File: src/rtl/if_fetch_queue_pkg.sv
// Shared constants for the instruction fetch queue.
//   CPU_XLEN / CPU_INST_LEN   : address and instruction widths
//   CPU_BR_BUS_WD             : {br_taken, br_target}
//   CPU_ADEL_W                : 1 when IF_ADDR_EXC_EN is defined, else 0
//   CPU_FS_TO_DS_BUS_WD       : {[adel], pc, inst}
//   CPU_RESET_PC              : first fetch address after reset
// Optional feature macro: IF_ADDR_EXC_EN (address-error entries).
package if_fetch_queue_pkg;

    localparam int CPU_XLEN       = 32;
    localparam int CPU_INST_LEN   = 32;
    localparam int CPU_IBUF_DEPTH = 4;
    localparam int CPU_BR_BUS_WD  = 1 + CPU_XLEN;

`ifdef IF_ADDR_EXC_EN
    localparam int CPU_ADEL_W = 1;
`else
    localparam int CPU_ADEL_W = 0;
`endif

    localparam int CPU_FS_TO_DS_BUS_WD = CPU_ADEL_W + CPU_XLEN + CPU_INST_LEN;

    localparam logic [31:0] CPU_RESET_PC = 32'hbfc00000;

endpackage

File: src/rtl/if_fetch_ring.sv
// Circular buffer of fetch entries {pc, inst, filled}.
// Entries are allocated at the tail, filled in allocation order, and popped
// from the head. Unfilled entries are always the youngest ones, so the oldest
// unfilled slot is tail - unfilled_cnt.
// Ports:
//   clk, rst_n          : clock, asynchronous active-low reset
//   flush               : drop every entry (head moves to tail)
//   alloc, alloc_pc     : allocate tail entry
//   alloc_filled        : allocate already filled with inst=0
//   fill, fill_inst     : write oldest unfilled entry
//   pop                 : retire head entry
//   head_*              : head entry contents
//   alloc_cnt           : allocated entries (filled or not)
//   unfilled_cnt        : allocated entries still waiting for data
// Optional feature macro: IF_ADDR_EXC_EN (handled by the top level).
module if_fetch_ring
    import if_fetch_queue_pkg::*;
#(
    parameter int XLEN     = CPU_XLEN,
    parameter int INST_LEN = CPU_INST_LEN,
    parameter int DEPTH    = CPU_IBUF_DEPTH,
    localparam int AW      = $clog2(DEPTH),
    localparam int CW      = AW + 1
) (
    input  logic                clk,
    input  logic                rst_n,
    input  logic                flush,
    input  logic                alloc,
    input  logic                alloc_filled,
    input  logic [XLEN-1:0]     alloc_pc,
    input  logic                fill,
    input  logic [INST_LEN-1:0] fill_inst,
    input  logic                pop,
    output logic                head_filled,
    output logic [XLEN-1:0]     head_pc,
    output logic [INST_LEN-1:0] head_inst,
    output logic [CW-1:0]       alloc_cnt,
    output logic [CW-1:0]       unfilled_cnt
);

    logic [XLEN-1:0]     pc_q   [DEPTH];
    logic [INST_LEN-1:0] inst_q [DEPTH];
    logic [DEPTH-1:0]    filled_q;
    logic [DEPTH-1:0]    filled_d;
    logic [AW-1:0]       head_q;
    logic [AW-1:0]       tail_q;
    logic [AW-1:0]       fill_idx;
    logic [CW-1:0]       alloc_cnt_q;
    logic [CW-1:0]       unfilled_q;
    logic                fill_ok;

    // A stray response with nothing waiting is ignored.
    assign fill_ok  = fill && (unfilled_q != '0);
    assign fill_idx = tail_q - unfilled_q[AW-1:0];

    always_comb begin
        filled_d = filled_q;
        if (pop) begin
            filled_d[head_q] = 1'b0;
        end
        if (fill_ok) begin
            filled_d[fill_idx] = 1'b1;
        end
        if (alloc) begin
            filled_d[tail_q] = alloc_filled;
        end
    end

    always_ff @(posedge clk or negedge rst_n) begin
        if (!rst_n) begin
            head_q      <= '0;
            tail_q      <= '0;
            alloc_cnt_q <= '0;
            unfilled_q  <= '0;
            filled_q    <= '0;
            for (int i = 0; i < DEPTH; i++) begin
                pc_q[i]   <= '0;
                inst_q[i] <= '0;
            end
        end else if (flush) begin
            head_q      <= tail_q;
            alloc_cnt_q <= '0;
            unfilled_q  <= '0;
            filled_q    <= '0;
        end else begin
            filled_q <= filled_d;
            if (alloc) begin
                pc_q[tail_q]   <= alloc_pc;
                inst_q[tail_q] <= '0;
                tail_q         <= tail_q + AW'(1);
            end
            if (fill_ok) begin
                inst_q[fill_idx] <= fill_inst;
            end
            if (pop) begin
                head_q <= head_q + AW'(1);
            end
            alloc_cnt_q <= alloc_cnt_q + CW'(alloc) - CW'(pop);
            unfilled_q  <= unfilled_q + CW'(alloc && !alloc_filled) - CW'(fill_ok);
        end
    end

    assign head_filled  = filled_q[head_q];
    assign head_pc      = pc_q[head_q];
    assign head_inst    = inst_q[head_q];
    assign alloc_cnt    = alloc_cnt_q;
    assign unfilled_cnt = unfilled_q;

endmodule

File: src/rtl/if_fetch_queue.sv
// Instruction fetch stage with a handshaked instruction port and an in-order
// fetch queue. Responses for requests issued before a redirect are dropped
// by counting them in cancel_cnt.
// Ports:
//   clk, reset          : clock, asynchronous active-low reset
//   ds_allowin          : ID stage accepts the head instruction
//   br_bus              : {br_taken, br_target}, br_taken is a 1-cycle pulse
//   inst_req/inst_addr  : fetch request
//   inst_addr_ok        : request accepted
//   inst_data_ok/rdata  : in-order response
//   fs_to_ds_valid/bus  : head entry {[adel], pc, inst}
// Optional feature macro: IF_ADDR_EXC_EN -- misaligned pcs allocate an entry
// marked as an address error instead of issuing a memory request.
module if_fetch_queue
    import if_fetch_queue_pkg::*;
#(
    parameter int              XLEN       = CPU_XLEN,
    parameter int              INST_LEN   = CPU_INST_LEN,
    parameter int              IBUF_DEPTH = CPU_IBUF_DEPTH,
    parameter logic [XLEN-1:0] RESET_PC   = XLEN'(CPU_RESET_PC)
) (
    input  logic                                 clk,
    input  logic                                 reset,
    input  logic                                 ds_allowin,
    input  logic [XLEN:0]                        br_bus,
    output logic                                 inst_req,
    output logic [XLEN-1:0]                      inst_addr,
    input  logic                                 inst_addr_ok,
    input  logic                                 inst_data_ok,
    input  logic [INST_LEN-1:0]                  inst_rdata,
    output logic                                 fs_to_ds_valid,
    output logic [CPU_ADEL_W+XLEN+INST_LEN-1:0]  fs_to_ds_bus
);

    localparam int QW = $clog2(IBUF_DEPTH) + 1;
    localparam int CW = $clog2(2 * IBUF_DEPTH) + 1;

    logic                br_taken;
    logic [XLEN-1:0]     br_target;
    logic [XLEN-1:0]     fetch_pc_q;
    logic [CW-1:0]       cancel_cnt_q;
    logic [CW-1:0]       cancel_cnt_d;
    logic [CW-1:0]       cancel_sum;
    logic [CW-1:0]       outstanding;
    logic [QW-1:0]       alloc_cnt;
    logic [QW-1:0]       unfilled_cnt;
    logic                has_space;
    logic                below_limit;
    logic                pc_misaligned;
    logic                issue;
    logic                exc_alloc;
    logic                fill;
    logic                discard;
    logic                pop;
    logic                head_filled;
    logic [XLEN-1:0]     head_pc;
    logic [INST_LEN-1:0] head_inst;

    assign br_taken  = br_bus[XLEN];
    assign br_target = br_bus[XLEN-1:0];

    assign has_space   = alloc_cnt < QW'(IBUF_DEPTH);
    // Dropped plus live requests in flight; capping at 2*IBUF_DEPTH keeps
    // cancel_cnt within its width under repeated redirects.
    assign outstanding = cancel_cnt_q + CW'(unfilled_cnt);
    assign below_limit = outstanding < CW'(2 * IBUF_DEPTH);

`ifdef IF_ADDR_EXC_EN
    assign pc_misaligned = (fetch_pc_q[1:0] != 2'b00);
    assign exc_alloc     = reset && has_space && pc_misaligned && !br_taken;
`else
    assign pc_misaligned = 1'b0;
    assign exc_alloc     = 1'b0;
`endif

    assign inst_req  = reset && has_space && below_limit && !pc_misaligned;
    assign inst_addr = fetch_pc_q;
    assign issue     = inst_req && inst_addr_ok;

    assign discard = inst_data_ok && (cancel_cnt_q != '0);
    assign fill    = inst_data_ok && (cancel_cnt_q == '0) && !br_taken;
    assign pop     = fs_to_ds_valid && ds_allowin;

    if_fetch_ring #(
        .XLEN     (XLEN),
        .INST_LEN (INST_LEN),
        .DEPTH    (IBUF_DEPTH)
    ) u_ring (
        .clk          (clk),
        .rst_n        (reset),
        .flush        (br_taken),
        .alloc        ((issue || exc_alloc) && !br_taken),
        .alloc_filled (exc_alloc),
        .alloc_pc     (fetch_pc_q),
        .fill         (fill),
        .fill_inst    (inst_rdata),
        .pop          (pop),
        .head_filled  (head_filled),
        .head_pc      (head_pc),
        .head_inst    (head_inst),
        .alloc_cnt    (alloc_cnt),
        .unfilled_cnt (unfilled_cnt)
    );

    // On a redirect every unfilled entry plus a request accepted this cycle
    // becomes a dropped response; a response arriving this cycle retires one.
    always_comb begin
        cancel_sum   = cancel_cnt_q + CW'(unfilled_cnt) + CW'(issue);
        cancel_cnt_d = cancel_cnt_q;
        if (br_taken) begin
            if (inst_data_ok && (cancel_sum != '0)) begin
                cancel_sum = cancel_sum - CW'(1);
            end
            cancel_cnt_d = cancel_sum;
        end else if (discard) begin
            cancel_cnt_d = cancel_cnt_q - CW'(1);
        end
    end

    always_ff @(posedge clk or negedge reset) begin
        if (!reset) begin
            fetch_pc_q   <= RESET_PC;
            cancel_cnt_q <= '0;
        end else begin
            cancel_cnt_q <= cancel_cnt_d;
            if (br_taken) begin
                fetch_pc_q <= br_target;
            end else if (issue || exc_alloc) begin
                fetch_pc_q <= fetch_pc_q + XLEN'(4);
            end
        end
    end

    assign fs_to_ds_valid = head_filled && !br_taken;

`ifdef IF_ADDR_EXC_EN
    assign fs_to_ds_bus = {(head_pc[1:0] != 2'b00), head_pc, head_inst};
`else
    assign fs_to_ds_bus = {head_pc, head_inst};
`endif

    // A response with nothing outstanding is a memory-side protocol error.
    always @(posedge clk) begin
        if (reset && inst_data_ok && (cancel_cnt_q == '0)) begin
            assert (unfilled_cnt != '0);
        end
    end

endmodule

File: config.mk
export PLATFORM = sky130hd
export DESIGN_NAME = if_fetch_queue
export DESIGN_NICKNAME = d
export VERILOG_FILES = /design/src/rtl/if_fetch_queue_pkg.sv /design/src/rtl/if_fetch_ring.sv /design/src/rtl/if_fetch_queue.sv
export SDC_FILE = /design/constraint.sdc
export NUM_CORES = 1
export LEC_CHECK = 0
export CAP_MARGIN = 30
export CORE_MARGIN = 8
export CORE_UTILIZATION = 30
export DETAILED_ROUTE_END_ITERATION = 10
export SLEW_MARGIN = 10
export SYNTH_ARGS = -nofsm -noshare
export SYNTH_HDL_FRONTEND = slang
export SYNTH_SLANG_ARGS = --single-unit
File: constraint.sdc
create_clock -name clk -period 5.88 [get_ports clk]
set_input_delay 0.588 -clock clk [delete_from_list [all_inputs] [get_ports clk]]
set_output_delay 0.588 -clock clk [all_outputs]
set_load 0.005 [all_outputs]
# After elaboration in Yosys (flattened, before gate mapping)
# Index checks and enable logic that the tools add are counted.
[word_totals]
in_bits = 70
ff_bits = 306
output_inout_bits = 98
word_cells = 112
[classes]
addsub = 12
order_cmp = 13
n_reduce_logical = 25
n_mux = 36
bitwise_logic = 11
[ops]
columns = ["op", "count"]
rows = [
  ["2-to-1 mux 128 bit", 3],
  ["bitwise mux 128 bit", 2],
  ["2-to-1 mux 32 bit", 8],
  ["bitwise AND 128 bit", 1],
  ["binary-select mux 32 bit (select 2 bit)", 2],
  ["demux 32 bit (select 2 bit)", 2],
  ["inverter 128 bit", 1],
  ["adder 32 x 3 -> 32 bit (second input constant)", 1],
  ["2-to-1 mux 4 bit", 7],
  ["logical AND 1 bit", 16],
  ["greater-or-equal comparator 3 bit (second input constant)", 3],
  ["< comparator 2 x 3 -> 1 bit (second input constant)", 3],
  ["inverter 2 -> 3 bit", 3],
  ["bitwise AND 4 bit", 2],
  ["inverter 4 bit", 2],
  ["nonzero test 4 bit", 2],
  ["subtractor 4 x 1 -> 4 bit (second input constant)", 2],
  ["adder 3 x 1 -> 3 bit", 2],
  ["demux 1 bit (select 2 bit)", 3],
  ["greater-or-equal comparator 2 x 1 -> 1 bit (second input constant)", 3],
  ["< comparator 3 x 1 -> 1 bit (second input constant)", 2],
  ["2-to-1 mux 3 bit", 2],
  ["nonzero test 2 bit", 3],
  ["subtractor 3 x 1 -> 3 bit", 2],
  ["other kinds (15)", 20],
]

# Depth between registers and ports, before layout
# Gate-level depths: netlist (run 1).
[depth]
depth_word = 12
ltp_mapped = 15
ltp_nobuf = 13

# Cells and area by module
# A second synthesis (run 1) with hierarchy kept.
[hier_totals]
hier_cells = 1182
area_unflattened_um2 = 15267.1
[by_module_without_submodules]
columns = ["module", "seq_area_each_um2", "n_inst", "area_per_inst_um2", "cells_per_inst"]
rows = [
  ["if_fetch_ring", 6756.5, 1, 12475.7, 888],
  ["if_fetch_queue", 912.1, 1, 2791.4, 294],
]

# Worst setup path before layout (run 1)
# Ideal clock, no wire load.
[synth_path]
path_kind = "register to register"
startpoint = "reg cancel_cnt_q[2]"
endpoint = "reg cancel_cnt_q[0]"
setup_ns = 0.088
t_required_ns = 5.792
t_arrival_ns = 3.116
stages_incl_launch_ff = 16
slack_ns = 2.676
path_cell_list = "dfrtp_1 -> ha_1 -> or2_1 -> and3_1 -> buf_6 -> buf_6 -> o21ai_4 -> inv_1 -> ha_1 -> ha_1 -> inv_1 -> ha_1 -> nand2_1 -> a32o_1 -> a21oi_1 -> nor3b_1"
[synth_via]
elab_chain_cells = 9
[synth_lines]
columns = ["item", "line_no", "rtl"]
rows = [
  ["start: declaration", "if_fetch_queue.sv:41", "logic [CW-1:0] cancel_cnt_q;"],
  ["start signal: assignment", "if_fetch_queue.sv:125", "cancel_cnt_q <= cancel_cnt_d;"],
  ["branches (longest 9 deep; another with adder 4 x 3 -> 4 bit)", "-", ""],
]
# Several ways; the timed one is not identified.
# A chain may end at the register's enable or synchronous reset.

# Worst setup path after layout (run 1)
[layout_path]
startpoint = "reg cancel_cnt_q[2]"
endpoint = "out inst_req"
[layout_via]
elab_chain_cells = 3
[layout_lines]
columns = ["item", "line_no", "rtl"]
rows = [
  ["adder 4 x 3 -> 4 bit", "if_fetch_queue.sv:65", "assign outstanding = cancel_cnt_q + CW'(unfilled_cnt);"],
  ["< comparator 4 bit", "if_fetch_queue.sv:66", "assign below_limit = outstanding < CW'(2 * IBUF_DEPTH);"],
  ["logical AND 1 bit", "if_fetch_queue.sv:76", "assign inst_req = reset && has_space && below_limit && !pc_misaligned;"],
  ["end: declaration", "if_fetch_queue.sv:26", "output logic inst_req,"],
]
# Every way passes these cells.

==> flow_summary_export.csv, run 1 <==
group,metric,value,unit
run_status,status,"completed",
clock_tree,cts_tree,"yes",
setup_path,worst_ep_arrival_time,3.26,ns
routing,routed_wl,39900,µm
place,place_area,0.0166,mm²
synthesis,syn-cell-area,0.0144,mm²
timing,slew_viol_final,0,
power_and_ir_drop,p_leak,7.84,nW
setup_path,rr_worst_depth,13,
timing,worst_slew_pin_slew,0.939,ns
routing,vias_per_cell,5.23,
place,place_hpwl,25600,µm
synthesis,synth_cell_types,67,
final_layout,final_net_count,1251,
routing,via_count,9411,
setup_path,reg2reg_to,"u_ring.unfilled_cnt[2]",
clock_tree,cts-root-buf,"clkbuf_16",
timing,slew_headroom,37.4,%
power_and_ir_drop,internal_power,4.85,mW
setup_path,rrSetupSlack,2.24,ns
setup_path,startpoint_type,"flip-flop",
synthesis,ys.warnings.count,0,
timing,skew,0.0196,ns
final_layout,syn_to_final_growth,23.5,%
timing,tns,0,ns
synthesis,synth_top_flop_cell,"dfrtp_1",
global_route,grt_overflow,0,
clock_tree,post_cts_buffers,0,
final_layout,fin_area,0.0178,mm²
global_route,grt_usage,14.1,%
routing,routedWlPerCell,22.2,µm
synthesis,ys_top_cells_by_area,"dfrtp_1, mux4_2, mux2_2",
synthesis,synth_enable_flop_cells,0,
clock_tree,clk_pin_slew_worst_paths,0.06,ns
routing,detailedRoute.firstIterationViolations,596,
power_and_ir_drop,ir_drop,0.000218,V
power_and_ir_drop,pwr-share-comb,25.5,%
clock_tree,numCtsBuffers,36,
setup_path,endpoint_kind,"primary output",
global_route,grt_max_degree,154,
synthesis,post_synth.cell_area_avg,14.1,µm²
place,port_buffers,167,
clock_tree,clockBufferDepth,3,
floorplanning,die_h,235,µm
routing,drc,0,
timing,rsz0062_at_grt,"false",
timing,finalWorstSetupSlack,2.04,ns
floorplanning,die_area,0.0553,mm²
global_route,grt_pass1_wl,62200,µm
routing,antenna_left,0,
timing,finalHoldViolations,0,
synthesis,synth_cells,1023,
floorplanning,core,0.0475,mm²
place,gp_congestion,0.773,
global_route,grt_pass1_vias,9786,
final_layout,drive_above_1_share,25.7,%
clock_tree,numClockSinks,306,
power_and_ir_drop,seq_power_share,41.8,%
power_and_ir_drop,clockPowerShare,32.7,%
synthesis,synth_top_cell_area_share,51.6,%
floorplanning,rows,80,
floorplanning,top_level_ports,168,
clock_tree,post_cts_resized,0,
timing,setup_viol,0,
global_route,grt_antenna_before_repair,2,
synthesis,ys_ff_latch,306,
place,dp_slack,2.00,ns
setup_path,crit_fanout,24,
synthesis,synth_nets,1117,
final_layout,fill_cells,4495,
synthesis,async_flop_share,100,%
timing,fin_crit_sh,65.4,%
clock_tree,h-tree-depth,2,
worst_hold_path,hp-class,"in2async",
flow_run,maxCapViolCount,0,
power_and_ir_drop,p_per_area,382,mW/mm²
setup_path,crit_required,5.29,ns
synthesis,seq_area_frac_synth,53.2,%
setup_path,rr_startpoint,"cancel_cnt_q[2]",
timing,max_clock_freq,0.260,GHz
timing,min_period,3.84,ns
clock_tree,ctsHoldBuffers,0,
power_and_ir_drop,switching_power,1.94,mW
setup_path,path_class,"reg2out",
synthesis,yosysTopAreaCell,"dfrtp_1",
clock_tree,clock_latency,0.53,ns
power_and_ir_drop,swShare,28.5,%
routing,firstDrtPassIters,4,
floorplanning,start_util,30.3,%
floorplanning,fp.dieW,235,µm
## Yosys cell counts (11+ instances only)
cell / number
mux2_2: 127
inv_1: 19
clkbuf_1: 32
nor2_1: 26
xor2_1: 18
buf_6: 15
mux4_2: 65
dfrtp_1: 297
ha_1: 21
buf_2: 18
buf_4: 14
o21ai_0: 29
nand2_1: 39
and3_1: 11
a22o_1: 128
nand3_1: 13
## area by class of cell
class                      instances  area (µm²)  share of cell area [%]
multi-input combinational        606        6170                    34.7
sequential                       306        7680                    43.1
inverter                          20        75.1                   0.422
clock buffer                      51        1030                    5.77
timing repair buffer             187        1920                    10.8
clock inverter                    14         146                   0.823
tap                              615         769                    4.33
antenna                            2        5.00                  0.0281
## registers in the layout, indices dropped and copies added, names as in the netlist
| signal | flops |
|---|---|
| u_ring.pc_q | 128 |
| u_ring.head_q | 2 |
| cancel_cnt_q | 4 |
| u_ring.inst_q | 128 |
| u_ring.unfilled_cnt | 3 |
| u_ring.tail_q | 2 |
| u_ring.filled_q | 4 |
| inst_addr | 32 |
| u_ring.alloc_cnt | 3 |
## worst max path at each step
stage,startpoint,end,slack [ns],cells after the start
global route,cancel_cnt_q[2],inst_req,1.91,6
global placement,reset,u_ring.alloc_cnt[2],2.07,12
detailed placement,reset,u_ring.unfilled_cnt[2],2.00,12
CTS,u_ring.head_q[0],fs_to_ds_bus[4],2.03,4
finish,cancel_cnt_q[2],inst_req,2.04,6
floorplan,cancel_cnt_q[2],cancel_cnt_q[0],2.68,15
## cells by family (layout without fill, tap and decap cells)
family	count (synthesis)	after routing	share of synthesized area (%)
AOI/OAI and AO/OA	218	218	12.8
buffers and inverters	111	272	4.22
DFF	306	306	53.2
and+or+nand+nor	143	143	5.42
other	0	2	0
xor gates and xnor gates	28	28	1.90
muxes	193	193	20.2
adders and majority gates	24	24	2.24
## layer usage
metal / track usage [%] / vias to the layer above / wire length, µm
met2: 22.4 / 279 / 18400
li1: - / 4151 / -
met1: 19.4 / 4936 / 18100
met4: 3.03 / 0 / 728
met5: 0 / - / 0
met3: 3.68 / 45 / 2610
## critical path: stages, from the launching register on
cell,delay (ns)
dfrtp_1,0.43
ha_1,0.35
or2_1,0.30
a21oi_4,0.75
nor2_1,0.09
nor3b_1,0.22
clkdlybuf4s50_1,0.60
## power groups by stage
stage / registers, mW / clock network, mW / logic, mW
floorplan: 2.69 / 0 / 1.15
global placement: 2.90 / 0 / 1.68
detailed placement: 2.88 / 0 / 1.76
CTS: 2.84 / 2.28 / 1.77
global route: 2.90 / 2.36 / 1.88
finish: 2.84 / 2.22 / 1.73
## metrics by stage
step | hold slack [ns] | total power [mW] | instances | utilization, %
after global routing | 0.0846 | 7.14 | 1799 | 37.4
after CTS | 0.0521 | 6.90 | 1799 | 37.4
after floorplan | 0.292 | 3.84 | 1023 | -
after detailed placement | 0.471 | 4.64 | 1734 | 34.9
after global placement | 0.457 | 4.57 | 1729 | 34.7
final | 0.0346 | 6.79 | 1801 | 37.4
## placed cells by master (no fill, tap or decap), types with 4 or more instances in the layout
cell and n:
nor2b_1 5, o21ai_0 29, nand3_1 13, clkbuf_16 36, dfrtp_1 295, o211ai_1 5
xnor2_1 8, nor3b_1 4, dfstp_2 9, clkdlybuf4s50_1 165, nand2_1 39, clkinv_2 7
nor3_1 4, mux2_2 127, clkbuf_8 7, or3_1 9, o2111ai_1 10, clkbuf_1 8
and3_1 10, a22o_1 128, a21oi_1 7, inv_1 19, nand4_1 8, xor2_1 18
buf_4 14, a31oi_1 8, mux4_2 65, o2111ai_4 4, nor2_1 26, ha_1 21
(Power assumes the default switching activity.)
==> run 2, diff against run 1 <==
clock period = 3.9 ns   (was 5.88 ns; I/O delays follow)
==> flow_summary_export.csv, run 2 (synthesis results as in run 1) <==
group,metric,value,unit
run_status,status,"completed",
setup_path,startpoint_type,"flip-flop",
timing,finalHoldViolations,0,
timing,whs,0.0823,ns
timing,tns,0,ns
clock_tree,cts-root-buf,"clkbuf_16",
setup_path,crit_end,"inst_req",
routing,firstDrtPassIters,4,
floorplanning,fp.dieW,235,µm
setup_path,crit_required,3.51,ns
global_route,grt_overflow,0,
setup_path,endpoint_kind,"primary output",
routing,vias_per_cell,5.22,
clock_tree,clk_pin_slew_worst_paths,0.06,ns
timing,max_clock_freq,0.282,GHz
final_layout,antenna-diode-count,0,
timing,min_period,3.54,ns
power_and_ir_drop,p_per_area,578,mW/mm²
setup_path,rr_worst_depth,13,
clock_tree,h-tree-depth,2,
global_route,grt_pass1_vias,10000,
final_layout,final_cell_mix,"dfrtp_1, clkdlybuf4s50_1, a22o_1",
final_layout,drive_above_1_share,25.8,%
routing,routed_wl,40000,µm
global_route,grt_antenna_before_repair,0,
floorplanning,top_level_ports,168,
clock_tree,cts_tree,"yes",
final_layout,seq_area,0.00768,mm²
timing,finalWorstSetupSlack,0.358,ns
clock_tree,post_cts_resized,0,
global_route,grt_pass1_wl,62400,µm
floorplanning,die_area,0.0553,mm²
timing,rsz0062_at_grt,"false",
flow_run,maxCapViolCount,0,
timing,setup_viol,0,
setup_path,reg2reg_to,"cancel_cnt_q[0]",
final_layout,multiInputGateArea,0.00617,mm²
setup_path,rrSetupSlack,0.53,ns
clock_tree,numClockSinks,306,
place,dp_slack,0.527,ns
worst_hold_path,hp-class,"in2async",
clock_tree,clock_latency,0.54,ns
routing,antenna_left,0,
final_layout,syn_to_final_growth,23.8,%
global_route,grt_max_degree,181,
power_and_ir_drop,p_leak,7.87,nW
routing,routedWlPerCell,22.2,µm
setup_path,worst_ep_arrival_time,3.15,ns
clock_tree,ctsHoldBuffers,0,
routing,drc,0,
setup_path,path_class,"reg2out",
floorplanning,core,0.0475,mm²
clock_tree,clockBufferDepth,3,
place,port_buffers,167,
setup_path,crit_fanout,22,
place,place_hpwl,25000,µm
timing,skew,0.0127,ns
timing,slew_headroom,30.0,%
floorplanning,start_util,30.3,%
floorplanning,die_h,235,µm
routing,detailedRoute.firstIterationViolations,666,
global_route,grt_usage,14.4,%
routing,via_count,9414,
setup_path,critPathLaunch,"cancel_cnt_q[2]",
power_and_ir_drop,ir_drop,0.000315,V
clock_tree,post_cts_buffers,0,
final_layout,final_common_cell,"dfrtp_1",
place,gp_congestion,0.763,
timing,worst_slew_pin_slew,1.05,ns
final_layout,fill_cells,4447,
setup_path,rr_startpoint,"cancel_cnt_q[2]",
timing,fin_crit_sh,90.8,%
final_layout,final_net_count,1258,
timing,slew_viol_final,0,
clock_tree,numCtsBuffers,37,
floorplanning,rows,80,
[run 2: changes by cell type in the layout (fill, tap and decap cells not counted), sizes merged]
cell | before | now
clkbuf | 51 | 55
clkinv | 10 | 5
diode | 2 | 0
inv | 22 | 21
buf | 22 | 28
[run 2: layout make-up]
cell class                      instances  share of cell area [%]
Sequential cell                       306                    43.0
Multi-Input combinational cell        606                    34.6
Timing Repair Buffer                  193                    10.9
Clock buffer                           55                    6.15
Tap cell                              615                    4.31
Clock inverter                          8                   0.547
Inverter                               20                   0.421
[run 2: per-stage QoR]
stage	total power, mW	instances	cell area, µm²	util (%)
finish	10.3	1803	17800	37.5
global route	10.9	1803	17800	37.5
CTS	10.5	1803	17800	37.5
detailed placement	7.00	1740	16600	35.0
global placement	6.91	1736	16600	34.8
floorplan	5.79	1023	14400	-
[run 2: routing by layer]
layer / up-vias / GRT usage (%) / share of wire [%]
met4: 0 / 3.85 / 1.9
met2: 297 / 22.9 / 47
met3: 48 / 3.93 / 7.0
met5: - / 0 / 0
met1: 4914 / 19.1 / 45
li1: 4155 / - / -
[run 2: how the worst min path moves through the flow]
stage | to | slack [ns] | cells after the start
after CTS | inst_addr[20] | 0.08 | 2
final | inst_addr[18] | 0.08 | 2
after global routing | inst_addr[18] | 0.13 | 2
after detailed placement | u_ring.pc_q[86] | 0.47 | 2
after floorplan | cancel_cnt_q[0] | 0.09 | 0
after global placement | u_ring.pc_q[86] | 0.46 | 2
[run 2: worst max-delay path, stage by stage, from the launching register on]
cell and delay [ns]:
dfrtp_1 0.43, ha_1 0.36, or2_1 0.19, and3_1 0.32, buf_4 0.37, nor2_1 0.09
nor3b_1 0.27, clkdlybuf4s50_1 0.57
[run 2: report_power, final]
group	internal [mW]	total [mW]	switching, mW
Clock	2.07	3.41	1.34
Sequential	3.79	4.22	0.433
Combinational	1.55	2.67	1.13
Total	7.41	10.3	2.90
==> edit, RTL diff (settings of run 2) <==
Add a define of `IF_ADDR_EXC_EN`.
--- a/src/rtl/if_fetch_queue_pkg.sv
+++ b/src/rtl/if_fetch_queue_pkg.sv
@@ -5,6 +5,8 @@
 //   CPU_FS_TO_DS_BUS_WD       : {[adel], pc, inst}
 //   CPU_RESET_PC              : first fetch address after reset
 // Optional feature macro: IF_ADDR_EXC_EN (address-error entries).
+`define IF_ADDR_EXC_EN
+
 package if_fetch_queue_pkg;
 
     localparam int CPU_XLEN       = 32;
Interface: changed (resized fs_to_ds_bus); port bits go from 168 to 169. No check against the original RTL was run, so the function may have changed too.
==> edit against run 2 <==
  * Largest power group unchanged
  * Global-route usage increased by 0.32 points
  * Sequential share of layout area fell by 1.1 points
  * Clock power up 2%
  * Setup slack improved by 84 ps
  * Synthesized area increased by 2.1%
  * Total power increased by 9.7%
  * Sequential cell count did not move
  * Cell area is 2.7% higher
  * Critical endpoint is now u_ring.alloc_cnt[2]
  * Cell count rose by 11%
  * Sequential power rose by 4.7%
  * Routed wire length rose by 3.9%
  * Critical path depth is 7 higher
==> edit: results (changes against run 2) <==
| Metric | Value |
|---|---|
| Sequential cell area fraction in the yosys report | `52.1% (was 53.2%)` |
| Rel. slew slack | `41.3% (was 30.0%)` |
| Worst Skew | `21.9 ps (was 12.7 ps)` |
| Final std cells w/o fill | `2,003 (was 1,803)` |
| Pin count of the biggest net entering global routing | `81 (was 181)` |
| Root Buffer Master | `clkbuf_16 (unchanged)` |
| Final net count | `1,446 (was 1,258)` |
| Vias in the first global route | `11,100 (was 10,000)` |
| Status | `finished, final reports clean (unchanged)` |
| Adder-cell share of the synthesized area | `2.20% (was 2.24%)` |
| Syn Nets | `1,317 (was 1,117)` |
| Synth Area in Compound Gates | `9.61% (was 12.8%)` |
| XOR/XNOR Fraction of Synth Area | `2.01% (was 1.90%)` |
| Grt met1 use | `19.5% (was 19.1%)` |
| Via count | `10,500 (was 9,414)` |
| Total wire length | `41,500 µm (was 40,000 µm)` |
| Cell count after placement | `1,932 (was 1,740)` |
| Slowest-stage cell, CP | `dlygate4sd3_1 (was clkdlybuf4s50_1)` |
| Synth top area cells | `dfrtp_1 (51%), mux4_2 (10%), mux2_2 (5.7%) (was dfrtp_1 (52%), mux4_2 (10%), mux2_2 (9.9%))` |
| Final Wtd Congestion | `0.755 (was 0.763)` |
| DP Area | `17,000 µm² (was 16,600 µm²)` |
| Post-synth ARST share | `100% (unchanged)` |
| Post-CTS Setup Inserts | `0 (unchanged)` |
| Mux cell area share after synthesis | `19.9% (was 20.2%)` |
| Share of post-route cells with drive strength above 1 | `18.8% (was 25.8%)` |
| Initial antenna violation count | `4 (was 0)` |
| Slowest stage delay, CP | `680 ps (was 570 ps)` |
| Port bufs | `168 (was 167)` |
| Iteration-0 DRC Markers | `608 (was 666)` |
| Min-delay worst type | `input pin to register (was input pin to asynchronous set/reset pin)` |
| GR Util met3 | `3.65% (was 3.93%)` |
| Place WS | `647 ps (was 527 ps)` |
| Dpl hpwl | `26,900 µm (was 25,000 µm)` |
| Yosys cell types | `63 (was 67)` |
| CP arrival | `3850 ps (was 3150 ps)` |
| Crit Path Max Fanout | `21 (was 22)` |
| First-pass GRT wire length | `65,800 µm (was 62,400 µm)` |
| Post-Synthesis Cells | `1,223 (was 1,023)` |
| Leak Pwr | `7.49 nW (was 7.87 nW)` |
| Commonest cells in the netlist | `dfrtp_1 (297), nand2_1 (144), o21ai_0 (88), nand3_1 (77) (was dfrtp_1 (297), a22o_1 (128), mux2_2 (127), mux4_2 (65), nand2_1 (39))` |
| Grt met2 use | `23.9% (was 22.9%)` |
| Peak supply drop | `0.287 mV (was 0.315 mV)` |
| Clock insertion delay at the later pin of the skew report | `550 ps` |
| GR Util All Layers | `14.7% (was 14.4%)` |
==> edit: worst reg2reg max path, delay by kind of cell, from the launching register on <==
| kind | cells | cell delay, ps |
|---|---|---|
| DFF | 1 | 480 |
| adders and majority gates | 4 | 1110 |
| xor gates and xnor gates | 1 | 170 |
| and+or+nand+nor | 2 | 590 |
| buffers and inverters | 5 | 550 |
| AOI/OAI and AO/OA | 2 | 240 |
==> edit: what timing repair did <==
item	4_1_cts	5_1_grt
hold endpoints to repair	17	0
hold buffers	1	0
gates resized for setup	0	0
setup endpoints to repair	0	0
==> edit: routing by layer <==
layer  vias up  routed length, µm  part of all wire, %
met2       284              19600                   47
li1       4766                  -                    -
met4         4                753                  1.8
met3        52               2550                  6.1
met1      5410              18600                   45
met5         -                 27                0.065
==> edit: cell type report <==
class	instances	area (µm²)
antenna	1	2.50
clock buffer	50	1030
clock inverter	17	206
fill	4672	30300
inverter	24	90.1
multi-input combinational	782	6470
sequential	306	7680
tap	622	778
timing repair buffer	201	2050
==> edit: logic make-up after synthesis <==
logic type	after synthesis
simple gates	305
flops	306
mux	195
buf+inv	135
xor+xnor	32
fa+ha+maj	24
compound gates	226
==> edit: where the power goes <==
part / internal, mW / leakage (nW) / switching, mW
registers: 3.92 / 3.95 / 0.497
logic: 1.92 / 2.93 / 1.47
clock network: 2.08 / 0.610 / 1.41
total: 7.93 / 7.49 / 3.37
==> edit: through the flow <==
stage / power, mW / hold WS (ps)
2_1_floorplan: 6.30 / 94.4
3_3_place_gp: 7.81 / 229
3_5_place_dp: 7.91 / 231
4_1_cts: 11.5 / 348
5_1_grt: 11.9 / 369
6_report: 11.3 / 374
==> edit: path summary, 6_finish.rpt <==
| check | start | endpoint | slack (ps) | cells past startpoint |
|---|---|---|---|---|
| hold reg to reg | u_ring.pc_q[105] | u_ring.pc_q[105] | 480 | 2 |
| min in group asynchronous | reset | u_ring.pc_q[64] | 400 | 2 |
| hold / removal | br_bus[28] | inst_addr[28] | 370 | 3 |
| setup reg to reg | u_ring.unfilled_cnt[1] | u_ring.alloc_cnt[2] | 600 | 14 |
| max in group asynchronous | reset | u_ring.pc_q[46] | 1530 | 6 |
| setup / recovery | reset | u_ring.alloc_cnt[2] | 440 | 14 |
